==> config.mk <==
export PLATFORM = sky130hd
export DESIGN_NAME = qbert_move_ctrl
export DESIGN_NICKNAME = d
export VERILOG_FILES = /design/src/rtl/qbert_move_ctrl.sv
export SDC_FILE = /design/constraint.sdc
export NUM_CORES = 1
export LEC_CHECK = 0
export BUFFER_PORTS_ARGS = -buffer_cell sky130_fd_sc_hd__clkbuf_2
export CAP_MARGIN = 20
export CORE_ASPECT_RATIO = 0.6
export CORE_MARGIN = 4
export CORE_UTILIZATION = 60
export DETAILED_ROUTE_END_ITERATION = 16
export GPL_TIMING_DRIVEN = 0
export PLACE_DENSITY_LB_ADDON = 0.05
export REMOVE_ABC_BUFFERS = 1
export SLEW_MARGIN = 20
export SYNTH_ARGS = -nofsm -noshare
export SYNTH_HDL_FRONTEND = slang
export SYNTH_SLANG_ARGS = --single-unit
==> constraint.sdc <==
create_clock -name clk -period 8.2 [get_ports clk]
set_input_delay 2.46 -clock clk [delete_from_list [all_inputs] [get_ports clk]]
set_output_delay 2.46 -clock clk [all_outputs]
set_load 0.005 [all_outputs]
==> src/rtl/qbert_move_ctrl.sv <==
// qbert_move_ctrl: move sequencer for the Q*bert sprite layer.
// Handshake with the layer: a jump command on e_jump_qb is considered taken once
// done_move falls (animation running) and finished once done_move rises again;
// dir_valid is a single-cycle strobe that is accepted only in READY when the
// layer is idle, otherwise it is dropped.
module qbert_move_ctrl #(
    parameter int LIVES          = 3,
    parameter int LAUNCH_TIMEOUT = 1024
) (
    input  logic        clk,
    input  logic        reset,
    input  logic        e_start_qb,
    input  logic [2:0]  dir_req,
    input  logic        dir_valid,
    input  logic        done_move,
    input  logic [2:0]  state_qb,
    input  logic [2:0]  game_qb,
    output logic [27:0] position_qb,
    output logic [27:0] e_next_qb,
    output logic [2:0]  e_jump_qb,
    output logic        e_bad_jump,
    output logic        e_win_qb,
    output logic [27:0] visited,
    output logic [1:0]  lives,
    output logic        game_over,
    output logic [15:0] jump_count,
    output logic        busy
);

    localparam int TW = $clog2(LAUNCH_TIMEOUT + 1);

    localparam logic [2:0] DIR_DR = 3'b001;
    localparam logic [2:0] DIR_DL = 3'b010;
    localparam logic [2:0] DIR_UR = 3'b011;
    localparam logic [2:0] DIR_UL = 3'b100;

    localparam logic [2:0] LAYER_START  = 3'b000;
    localparam logic [2:0] LAYER_IDLE   = 3'b010;
    localparam logic [2:0] LAYER_SAUCER = 3'b011;

    typedef enum logic [2:0] {
        READY   = 3'd0,
        ISSUE   = 3'd1,
        LAUNCH  = 3'd2,
        MOVING  = 3'd3,
        COMMIT  = 3'd4,
        RECOVER = 3'd5,
        OVER    = 3'd6
    } state_t;

    state_t        r_state;
    logic [2:0]    r_row, r_col;
    logic [2:0]    r_nrow, r_ncol;
    logic [2:0]    r_dir;
    logic [TW-1:0] r_timer;
    logic          r_seen_start;
    logic [27:0]   r_position, r_next, r_visited;
    logic [2:0]    r_jump;
    logic          r_bad, r_win, r_game_over, r_busy;
    logic [1:0]    r_lives;
    logic [15:0]   r_jump_count;

    logic [2:0]    w_nrow, w_ncol;
    logic          w_off;
    logic [27:0]   w_next;
    logic          w_legal, w_accept;

    // One-hot cube for (row, col): index = row*(row-1)/2 + col.
    function automatic logic [27:0] cube_onehot(input logic [2:0] row, input logic [2:0] col);
        logic [5:0] w_r;
        logic [5:0] w_tri;
        w_r   = {3'b000, row};
        w_tri = (w_r * (w_r - 6'd1)) >> 1;
        return 28'd1 << (w_tri + {3'b000, col});
    endfunction

    // Target cube and off-pyramid detection for the captured direction.
    always_comb begin
        w_nrow = r_row;
        w_ncol = r_col;
        w_off  = 1'b1;
        case (r_dir)
            DIR_DR: begin w_nrow = r_row + 3'd1; w_ncol = r_col;        w_off = (r_row == 3'd7); end
            DIR_DL: begin w_nrow = r_row + 3'd1; w_ncol = r_col + 3'd1; w_off = (r_row == 3'd7); end
            DIR_UR: begin w_nrow = r_row - 3'd1; w_ncol = r_col - 3'd1; w_off = (r_col == 3'd0); end
            DIR_UL: begin w_nrow = r_row - 3'd1; w_ncol = r_col;        w_off = (r_col == r_row - 3'd1); end
            default: ;
        endcase
        w_next = w_off ? 28'd0 : cube_onehot(w_nrow, w_ncol);
    end

    assign w_legal  = (dir_req >= DIR_DR) && (dir_req <= DIR_UL);
    assign w_accept = dir_valid && w_legal && (game_qb == 3'b000) && (state_qb == LAYER_IDLE)
                    && done_move && !r_game_over && !r_win;

    // Move sequencer FSM; restart has the same effect as reset and wins over everything.
    always_ff @(posedge clk) begin
        if (reset || e_start_qb) begin
            r_state      <= READY;
            r_row        <= 3'd1;
            r_col        <= 3'd0;
            r_nrow       <= 3'd1;
            r_ncol       <= 3'd0;
            r_dir        <= 3'd0;
            r_timer      <= '0;
            r_seen_start <= 1'b0;
            r_position   <= 28'h1;
            r_next       <= 28'h1;
            r_visited    <= 28'h1;
            r_jump       <= 3'd0;
            r_bad        <= 1'b0;
            r_win        <= 1'b0;
            r_lives      <= 2'(LIVES);
            r_game_over  <= 1'b0;
            r_jump_count <= 16'd0;
            r_busy       <= 1'b0;
        end else begin
            case (r_state)
                READY: begin
                    if (state_qb == LAYER_SAUCER) begin
                        r_state      <= RECOVER;
                        r_seen_start <= 1'b0;
                        r_busy       <= 1'b1;
                    end else if (w_accept) begin
                        r_dir   <= dir_req;
                        r_state <= ISSUE;
                        r_busy  <= 1'b1;
                    end
                end
                ISSUE: begin
                    r_jump  <= r_dir;
                    r_next  <= w_next;
                    r_bad   <= w_off;
                    r_win   <= !w_off && ((r_visited | w_next) == 28'hFFFFFFF);
                    r_nrow  <= w_nrow;
                    r_ncol  <= w_ncol;
                    r_timer <= '0;
                    r_state <= LAUNCH;
                end
                LAUNCH: begin
                    if (!done_move) begin
                        r_state <= MOVING;
                    end else if (r_timer == TW'(LAUNCH_TIMEOUT - 1)) begin
                        // Layer never took the jump: abandon it.
                        r_jump  <= 3'd0;
                        r_bad   <= 1'b0;
                        r_win   <= 1'b0;
                        r_state <= READY;
                        r_busy  <= 1'b0;
                    end else begin
                        r_timer <= r_timer + TW'(1);
                    end
                end
                MOVING: begin
                    if (done_move) r_state <= COMMIT;
                end
                COMMIT: begin
                    r_jump <= 3'd0;
                    if (!r_bad) begin
                        r_position   <= r_next;
                        r_row        <= r_nrow;
                        r_col        <= r_ncol;
                        r_visited    <= r_visited | r_next;
                        r_jump_count <= r_jump_count + 16'd1;
                        r_state      <= READY;
                        r_busy       <= 1'b0;
                    end else begin
                        r_lives <= r_lives - 2'd1;
                        if (r_lives == 2'd1) begin
                            r_state     <= OVER;
                            r_game_over <= 1'b1;
                        end else begin
                            r_state      <= RECOVER;
                            r_seen_start <= 1'b0;
                        end
                    end
                end
                RECOVER: begin
                    // Wait for the layer to restart (START then IDLE) before respawning at TOP.
                    if (state_qb == LAYER_START) begin
                        r_seen_start <= 1'b1;
                    end else if (r_seen_start && (state_qb == LAYER_IDLE)) begin
                        r_position <= 28'h1;
                        r_row      <= 3'd1;
                        r_col      <= 3'd0;
                        r_next     <= 28'h1;
                        r_bad      <= 1'b0;
                        r_state    <= READY;
                        r_busy     <= 1'b0;
                    end
                end
                OVER: ;
                default: begin
                    r_state <= READY;
                    r_busy  <= 1'b0;
                end
            endcase
        end
    end

    assign position_qb = r_position;
    assign e_next_qb   = r_next;
    assign e_jump_qb   = r_jump;
    assign e_bad_jump  = r_bad;
    assign e_win_qb    = r_win;
    assign visited     = r_visited;
    assign lives       = r_lives;
    assign game_over   = r_game_over;
    assign jump_count  = r_jump_count;
    assign busy        = r_busy;

endmodule

Yosys cells after proc, flatten, opt, wreduce, memory -nomap -nowiden
Index checks and enable logic that the tools add are counted.
- bits of input ports: 14
- logic and storage cells: 151
- bits in registers: 139
- output and inout port bits: 109
- reductions and logical operators: 39
- equal/unequal tests: 30
- shifts and indexed selects: 1
- order comparisons: 2
- muxes and demuxes: 45
- bitwise gates (word level): 6
- multipliers: 1
- add/sub/neg operators: 9
- operators by type and width (operator ; count):
    $mux 28 ; 4
    $pmux 28 s2 ; 2
    $or 28x28->28 ; 2
    $mux 3 ; 13
    $eq 28x28->1 const B ; 1
    $shl 1x6->28 const A ; 1
    $pmux 3 s2 ; 4
    $mux 11 ; 2
    $ne 2x2->1 const B ; 11
    $pmux 11 s2 ; 1
    $pmux 3 s7 ; 1
    $eq 3x2->1 const B ; 6
    $reduce_and 3->1 ; 6
    $add 16x1->16 const B ; 1
    $eq 3x3->1 const B ; 5
    $logic_not 3->1 ; 4
    $add 11x1->11 const B ; 1
    $eq 11x10->1 const B ; 1
    $mux 1 ; 11
    $reduce_and 5->1 ; 2
    $logic_and 1x1->1 ; 9
    $pmux 1 s3 ; 3
    $pmux 3 s3 ; 1
    $reduce_bool 3->1 ; 3
    25 further kinds ; 38

Depth between registers and ports, before layout
Gate-level depths: netlist of run 1.
- depth in word-level cells: 12
- gate-level depth with buffers: 24

Worst setup path before layout of run 1
OpenSTA, ideal clock, no wires.
- path type: register -> register
- start point: register r_row[0]
- end point: register r_win, in the netlist e_win_qb
- path buffers: 0
- stages on the path, launching flop included: 23
- required time: 8.143 ns
- data arrival time: 5.028 ns
- setup time: 0.057 ns
- slack: 3.115 ns
- cell sequence: dfxtp_1 > inv_1 > ha_1 > a21oi_1 > nor2_1 > nor2_1 > inv_1 > ha_1 > nor2_1 > ha_1 > ha_1 > ha_1 > inv_1 > fa_1 > xnor2_1 > xnor2_1 > xnor2_1 > xnor2_1 > nor3_1 > nand3_1 > a32o_1 > nor4_2 > a21o_1
- word-level cells in the longest chain between the ends: 11
- elaborated cells between the ends (all ways): 16
- ends and longest elaborated chain (item ; RTL line ; text):
    start, declared ; 52 ; logic [2:0] r_row, r_col;
    start signal, assigned ; 161 ; r_row <= r_nrow;
    $sub 3x1->3 / $add 3x1->3 (equally long branches) ; -- ;
    $pmux 3 s2 (*) ; 82 ; case (r_dir)
    named net w_nrow[1] ; 63 ; logic [2:0] w_nrow, w_ncol;
    $sub 3x1->4 ; 73 ; w_tri = (w_r * (w_r - 6'd1)) >> 1;
    $mul 4x4->6 (*) ; 73 ;
    $add 5x3->6 (*) ; 74 ; return 28'd1 << (w_tri + {3'b000, col});
    $shl 1x6->28 (*) ; 74 ;
    $mux 28 (*) ; 89 ; w_next = w_off ? 28'd0 : cube_onehot(w_nrow, w_ncol);
    $or 28x28->28 (*) ; 134 ; r_win <= !w_off && ((r_visited | w_next) == 28'hFFFFFFF);
    $eq 28x28->1 (*) ; 134 ;
    $logic_and 1x1->1 (*) ; 134 ;
    $pmux 1 s2 (*) ; 118 ; case (r_state)
    end signal, assigned ; 134 ;
    end, declared ; 59 ; logic r_bad, r_win, r_game_over, r_busy;
Mark *: on every way through the listed nets, which the timed path passes. The rest lies on a longest branch.
A chain may end at the register's enable or synchronous reset.

Worst setup path in the final report of run 1
Ends and elaborated chain as after synthesis.

==> qor.csv, run 1 <==
metric,value,unit
status,"finished, final reports clean",
GR peak layer,met2,
ys async rst share,0,
cell area after layout,0.00791,mm2
# DRC,0,
CTS Buf Count,17,
core area,0.0106,mm2
Post-Syn Area,0.00650,mm2
largest net degree at the start of global routing,57,
Finished Core Util,0.749,
"top cells by area, synth","dfxtp_1 (43%), nor2_1 (8.0%), a21oi_1 (4.5%)",
Port Buffer Count,122,
Yosys warnings,0,
Initial Utilization,0.616,
fin crit period,6.42,ns
vias,6082,
RSZ-0062 raised after global routing,false,
crit-path cells,inv_1 -> ha_1 -> a21oi_1 -> nor2_1 -> nor2_1 -> inv_1 -> ha_1 -> nor2_1 -> ha_1 -> ha_1 -> ha_1 -> inv_1 -> fa_1 -> xnor2_1 -> xnor2_1 -> xnor2_1 -> xnor2_1 -> nor3_1 -> a32oi_1 -> nor4_1 -> a21o_1,
cell taking the most area after synthesis,dfxtp_1,
1st-iter DRT viols,597,
setup violators final,0,
GR Layer Usage met1,0.422,
Mapped Cells,759,
Root Driver,clkbuf_16,
dominant synthesized flop cell,dfxtp_1,
Max VDD drop,0.000186,V
Max Slew Vio Count,0,
Worst path max stage delay,0.61,ns
vias in the first global route,5495,
CP top delay family,adder cells,
Die ar.,0.0126,mm2
setup tns final,0,ns
number of cells on the critical path,21,
Worst-Margin Slew,1.04,ns
vias per cell,6.00,
r2r worst-path depth,21,
cell area power density,195,mW/mm2
Mapped Avg Cell Area,8.57,um2
Final Hold Violating Endpoints,0,
"CTS clk-pin slew, worst paths",0.06,ns
max frequency,156,MHz
fin crit share,0.783,
Final HPWL DP,12600,um
wire per inst,17.7,um
Chip Width,142,um
ANT cells,0,
Worst Path Max Fanout,11,
max-capacitance violation count,0,
CP startpoint kind,flip-flop,
first-pass GRT wire length,28500,um
initial antenna violation count,0,
clk_skew,0.00997,ns
Critical Path AT,6.77,ns
DRT Pass-1 Iters,5,
hold depth,2,
GR Util met3,0.0583,
WP data required,8.55,ns
Worst Hold Class,flip-flop to flip-flop,
R2R Path End,e_win_qb,
CP most frequent cell,ha_1,
Hold Crit Start,r_ncol[1],
routed wire length,17900,um
# rows,29,
H-tree depth,4,
post-synthesis cell type count,66,
latest clock arrival within the worst-skew pair,0.42,ns
post-synth top area share,0.428,
deepest clock path buffer count,2,
Setup CP Type,flip-flop to flip-flop,
gp weighted congestion,0.918,
chip height,88.6,um
"EDFF count, synth",0,
post-synthesis sequential area ratio,0.428,
area delta synth->final,21.6,%
worst path buffer plus inverter count,3,
cell at the slowest stage of the critical path,nor3_1,
R2R setup slack,1.78,ns
post-CTS resize count,0,
CTS tree,done,
Final nets,903,
Slew headroom,0.302,
r2r startpoint,r_row[0],
I/O pins,123,
placed cell areas,0.00727,mm2
Post-CTS Hold Buffers,0,
GRT Util Overall,0.285,
number of nets with antenna violations after routing,0,
Crit. End Element,flip-flop,
Lkg Pwr,3.20,nW
met2 Track Usage GR,0.423,
"FF+latch count, synth",139,
layout cells sized above 1,0.205,
GRT overflow,0,
WHS Endpoint,r_ncol[1],
Sink Count,139,
post-CTS setup buffer count,0,
[Yosys cell counts, drive strengths merged (6+ instances only)]
| library cell | number |
|---|---|
| nand2 | 62 |
| nor2b | 9 |
| nand3 | 17 |
| a31oi | 7 |
| or3 | 6 |
| a21oi | 58 |
| xnor2 | 14 |
| buf | 14 |
| xor2 | 27 |
| and3 | 8 |
| ha | 22 |
| inv | 24 |
| dfxtp | 139 |
| nor4 | 7 |
| mux2i | 11 |
| nor3 | 14 |
| clkbuf | 27 |
| nand4 | 7 |
| a22oi | 32 |
| a32o | 15 |
| nor2 | 138 |
| o21ai | 17 |
| and2 | 8 |
| a22o | 10 |
[layer usage]
metal  vias to the layer above  share of wire
met1                      2930           0.47
li1                       2883              -
met4                         0         0.0085
met3                        15          0.089
met2                       254           0.43
met5                         -              0
[power by group]
part	switching (mW)	internal [mW]	leakage, nW	total, mW
combinational	0.0270	0.0123	1.78	0.0394
sequential	0.00243	0.677	1.12	0.679
clock	0.300	0.520	0.304	0.820
[state kept, by name, indices dropped and copies added, names as in the netlist, 3 cells and up]
signal       flops
r_nrow           3
r_timer         11
r_dir            3
r_row            3
e_next_qb       28
position_qb     28
e_jump_qb        3
r_state          3
r_ncol           3
visited         28
jump_count      16
r_col            3
[metrics by stage]
step                      power, mW  cells  hold WS, ns  setup slack, ns
final                          1.54   1014        0.461             1.78
after global routing           1.58   1014        0.491             1.42
after CTS                      1.54   1014        0.461             1.93
after detailed placement      0.733    983        0.452             2.02
after global placement        0.728    979        0.444            0.859
after floorplan               0.715    718        0.437             2.95
[how the worst max path moves through the flow]
stage                           endpoint        from
after floorplan                 e_win_qb    r_row[0]
after global placement    position_qb[6]  r_state[2]
after detailed placement        e_win_qb    r_row[0]
after CTS                       e_win_qb    r_row[0]
after global routing            e_win_qb    r_row[0]
final                           e_win_qb    r_row[0]
[area by class of cell]
type,instances,area (um2)
Multi-Input combinational cell,555,3510
Sequential cell,139,2780
Fill cell,759,2650
Timing Repair Buffer,126,721
Clock buffer,19,443
Clock inverter,12,189
Tap cell,139,174
Inverter,24,90.1
[cell usage in the layout (no fill, tap or decap), types with 6 or more instances in the layout]
cell       netlist  routed
nor3_1          14      14
nor2b_1          9       9
a22oi_1         32      32
clkbuf_16        0      17
nor2_1         138     136
a22o_1          10      10
a31oi_1          7       7
clkbuf_2         0     122
a32o_1          15      15
or3_1            6       6
ha_1            22      22
o21ai_0         17      17
a21oi_1         58      56
mux2i_1         10      10
nand3_1         16      16
nand4_1          7       7
and2_1           7       7
and3_1           7       7
nand2_1         62      62
dfxtp_1        139     139
xor2_1          27      27
xnor2_1         14      14
inv_1           23      23
[cells by family (layout without fill, tap and decap cells)]
family | count (synthesis) | in the layout | share of synthesized area
AND/OR/NAND/NOR | 303 | 303 | 0.217
adder cells (fa/ha/maj) | 26 | 26 | 0.0546
XOR/XNOR | 42 | 42 | 0.0587
buffers and inverters | 65 | 181 | 0.0391
AO/OA/AOI/OAI | 173 | 173 | 0.185
multiplexers | 11 | 11 | 0.0175
flip-flops | 139 | 139 | 0.428
[worst min-delay path, stage by stage, from the launching register on]
cell and delay [ns]:
dfxtp_1 0.31, nand2_1 0.05, a21oi_1 0.05
(Power assumes the default switching activity.)
==> run 2: changes to the inputs <==
CORE_UTILIZATION = 56   (was 60)
clock period = 6.7 ns   (was 8.2 ns; I/O delays follow)
==> qor.csv, run 2 (synthesis gave the netlist of run 1 again) <==
metric,value,unit
wire per inst,17.4,um
area delta synth->final,20.7,%
gp weighted congestion,0.889,
WP data required,7.06,ns
CTS tree,done,
setup tns final,0,ns
Final HPWL DP,12800,um
worst path buffer plus inverter count,3,
setup ws final,0.425,ns
largest net degree at the start of global routing,68,
Critical Path AT,6.64,ns
cell at the slowest stage of the critical path,xnor2_1,
# DRC,0,
H-tree depth,4,
max-capacitance violation count,0,
CP startpoint kind,flip-flop,
Max VDD drop,0.000171,V
Final Hold Violating Endpoints,0,
DRT Pass-1 Iters,5,
combinational share of power,0.027,
Max Slew Vio Count,0,
initial antenna violation count,0,
deepest clock path buffer count,2,
fin crit period,6.27,ns
crit-path cells,or3b_1 -> and2_1 -> o311ai_0 -> nor2_1 -> inv_1 -> nand2_1 -> fa_1 -> inv_1 -> ha_1 -> ha_1 -> inv_1 -> fa_1 -> xnor2_1 -> xnor2_1 -> xnor2_1 -> xnor2_1 -> a31o_2 -> a32oi_1 -> nor4_1 -> a21o_1,
GRT Util Overall,0.266,
switch share,0.247,
layout cells sized above 1,0.207,
chip height,91.5,um
power share of the sequential group,0.466,
Worst-Margin Slew,1.08,ns
latest clock arrival within the worst-skew pair,0.42,ns
cell area power density,227,mW/mm2
Sink Count,139,
Worst Path Max Fanout,11,
1st-iter DRT viols,582,
Chip Width,147,um
Placement Setup Slack,0.468,ns
ANT cells,0,
core area,0.0113,mm2
vias in the first global route,5719,
number of nets with antenna violations after routing,0,
CP most frequent cell,xnor2_1,
I/O pins,123,
post-CTS resize count,0,
Setup CP Type,flip-flop to flip-flop,
status,"finished, final reports clean",
Port Buffer Count,122,
setup violators final,0,
Internal,1.34,mW
Lkg Pwr,3.16,nW
clock power share,0.507,
Worst Hold Class,flip-flop to flip-flop,
CTS Buf Count,17,
Finished Core Util,0.692,
"commonest non-fill, non-tap cells in the layout","dfxtp_1 (139), nor2_1 (136), clkbuf_2 (122), nand2_1 (62), a21oi_1 (56)",
Final nets,903,
Die ar.,0.0135,mm2
"CTS clk-pin slew, worst paths",0.07,ns
CP top delay family,XOR/XNOR gates,
vias,6070,
Slew headroom,0.277,
first-pass GRT wire length,29100,um
Post-CTS Hold Buffers,0,
Worst path max stage delay,0.88,ns
GRT overflow,0,
RSZ-0062 raised after global routing,false,
vias per cell,5.86,
"most common cell after layout, fill and taps aside",dfxtp_1,
Initial Utilization,0.574,
post-CTS setup buffer count,0,
# rows,30,
P_sw,441,uW
max frequency,159,MHz
Crit. End Element,flip-flop,
clk_skew,0.00933,ns
fin crit share,0.936,
Root Driver,clkbuf_16,
routed wire length,18100,um
fillers,927,
==> run 2: power by group through the flow <==
stage	Combinational [mW]	Sequential (mW)	Clock, mW
floorplan	0.0271	0.848	0
global placement	0.0415	0.849	0
detailed placement	0.0471	0.849	0
CTS	0.0471	0.830	0.910
global route	0.0523	0.830	0.947
finish	0.0482	0.831	0.902
==> run 2: final timing paths <==
kind / start / end / slack, ns / cells past startpoint
setup / recovery: r_dir[0] / e_win_qb / 0.43 / 20
hold / removal: r_ncol[1] / r_ncol[1] / 0.47 / 2
setup reg to reg: r_dir[0] / e_win_qb / 0.43 / 20
hold reg to reg: r_ncol[1] / r_ncol[1] / 0.47 / 2
==> run 2: area by class of cell <==
class                   instances  area, um2  share of cell area
flip-flops and latches        139       2780               0.355
repair buffers                126        701              0.0893
inverters                      24       90.1              0.0115
multi-input cells             555       3510               0.447
clock buffers                  18        439              0.0560
well taps                     160        200              0.0255
clock inverters                14        128              0.0163
==> run 2: metal layers <==
| metal | global-route usage | share of wire | vias to the layer above |
|---|---|---|---|
| met5 | 0 | 0 | - |
| met4 | 0.0891 | 0.013 | 0 |
| met3 | 0.0648 | 0.080 | 24 |
| met2 | 0.394 | 0.44 | 274 |
| met1 | 0.379 | 0.47 | 2888 |
| li1 | - | - | 2884 |
==> run 2: per-stage QoR <==
step | std cells | area, um2 | hold WS, ns | total power, mW
after floorplan | 718 | 6340 | 0.437 | 0.875
after global placement | 1000 | 7150 | 0.446 | 0.890
after detailed placement | 1004 | 7270 | 0.462 | 0.896
after CTS | 1036 | 7840 | 0.471 | 1.79
after global routing | 1036 | 7850 | 0.498 | 1.83
final | 1036 | 7850 | 0.472 | 1.78
==> run 2: tightest hold or removal path: stages, from the launching register on <==
cell and delay, ns:
dfxtp_1 0.32, nand2_1 0.05, a21oi_1 0.06
==> run 3: changes to the inputs <==
CORE_UTILIZATION = 52   (was 56)
==> qor.csv, run 3 (synthesis gave the netlist of run 1 again) <==
metric,value,unit
CP top delay family,adder cells,
Final nets,903,
initial antenna violation count,0,
number of nets with antenna violations after routing,0,
GRT Util Overall,0.249,
max frequency,154,MHz
largest net degree at the start of global routing,58,
deepest clock path buffer count,2,
routed wire length,17800,um
worst path buffer plus inverter count,5,
"CTS clk-pin slew, worst paths",0.06,ns
core area,0.0121,mm2
"most common cell after layout, fill and taps aside",dfxtp_1,
Slew headroom,0.304,
layout cells sized above 1,0.209,
fillers,1018,
# DRC,0,
# rows,31,
clk_skew,0.00682,ns
Worst Hold Class,flip-flop to flip-flop,
wire per inst,17.1,um
CTS tree,done,
Lkg Pwr,3.19,nW
CP startpoint kind,flip-flop,
latest clock arrival within the worst-skew pair,0.42,ns
Max Slew Vio Count,0,
setup violators final,0,
CTS Buf Count,17,
fin crit period,6.49,ns
Die ar.,0.0144,mm2
Root Driver,clkbuf_16,
post-CTS resize count,0,
fin crit share,0.969,
R2R setup slack,0.21,ns
status,"finished, final reports clean",
Multi-input gate area,0.00352,mm2
Design Power,1.77,mW
1st-iter DRT viols,407,
Initial Utilization,0.536,
crit-path cells,inv_1 -> ha_1 -> inv_1 -> o311ai_0 -> nor2_1 -> inv_1 -> nand2_1 -> fa_1 -> inv_1 -> ha_1 -> ha_1 -> inv_1 -> fa_1 -> xnor2_1 -> xnor2_1 -> xnor2_1 -> xnor2_2 -> nor3_2 -> a32oi_1 -> nor4_1 -> a21o_1,
Post-CTS Hold Buffers,0,
RSZ-0062 raised after global routing,false,
setup tns final,0,ns
Sink Count,139,
cell area power density,225,mW/mm2
H-tree depth,4,
setup ws final,0.210,ns
CP most frequent cell,inv_1,
DRT Pass-1 Iters,5,
first-pass GRT wire length,29100,um
Worst-Margin Slew,1.03,ns
ANT cells,0,
max-capacitance violation count,0,
chip height,94.6,um
Register Area,0.00278,mm2
Critical Path AT,6.85,ns
vias,6008,
vias in the first global route,5654,
Worst path max stage delay,0.64,ns
I/O pins,123,
Crit. End Element,flip-flop,
Setup CP Type,flip-flop to flip-flop,
WP data required,7.06,ns
Max VDD drop,0.000157,V
Port Buffer Count,122,
cell at the slowest stage of the critical path,xnor2_1,
Final HPWL DP,12900,um
GRT overflow,0,
"commonest non-fill, non-tap cells in the layout","dfxtp_1 (139), nor2_1 (136), clkbuf_2 (122), nand2_1 (62), a21oi_1 (56)",
vias per cell,5.77,
Final Hold Violating Endpoints,0,
Chip Width,152,um
Placement Setup Slack,0.227,ns
Worst Path Max Fanout,11,
gp weighted congestion,0.938,
area delta synth->final,21.2,%
post-CTS setup buffer count,0,
run 3: per-stage QoR:
stage          instance area, um2  std cells  hold slack, ns   util
2_1_floorplan                6340        718           0.437      -
3_3_place_gp                 7160       1005           0.446  0.589
3_5_place_dp                 7300       1009           0.471  0.601
4_1_cts                      7860       1041           0.479  0.648
5_1_grt                      7880       1041           0.496  0.649
6_report                     7880       1041           0.476  0.649
run 3: worst paths after layout:
check,from,cells after the start,to
worst max-delay path,r_row[0],21,e_win_qb
worst min-delay path,r_nrow[1],2,r_nrow[1]
worst max register to register,r_row[0],21,e_win_qb
worst min register to register,r_nrow[1],2,r_nrow[1]
run 3: worst reg2reg max path, delay by kind of cell (launching register included):
kind,cells,cell delay [ns]
flip-flops,1,0.40
buffers and inverters,5,0.60
AND/OR/NAND/NOR,4,1.42
adder cells (fa/ha/maj),5,1.65
AO/OA/AOI/OAI,3,0.93
XOR/XNOR,4,1.44
run 3: area by class of cell:
type                    instances  share of cell area
clock buffers                  17              0.0540
clock inverters                15              0.0173
inverters                      24              0.0114
multi-input cells             555               0.447
flip-flops and latches        139               0.353
well taps                     165              0.0262
repair buffers                126              0.0914
run 3: routing by layer:
layer / global-route usage / up-vias / routed length, um
met4: 0.0636 / 0 / 214
met2: 0.370 / 226 / 7360
met5: 0 / - / 0
met3: 0.0614 / 20 / 1390
li1: - / 2891 / -
met1: 0.362 / 2871 / 8840
run 3: power breakdown:
group          switching (mW)  leakage [nW]  total, mW  internal (mW)
clock network           0.405         0.273      0.892          0.488
logic                  0.0324          1.79     0.0475         0.0151
registers             0.00299          1.12      0.831          0.828
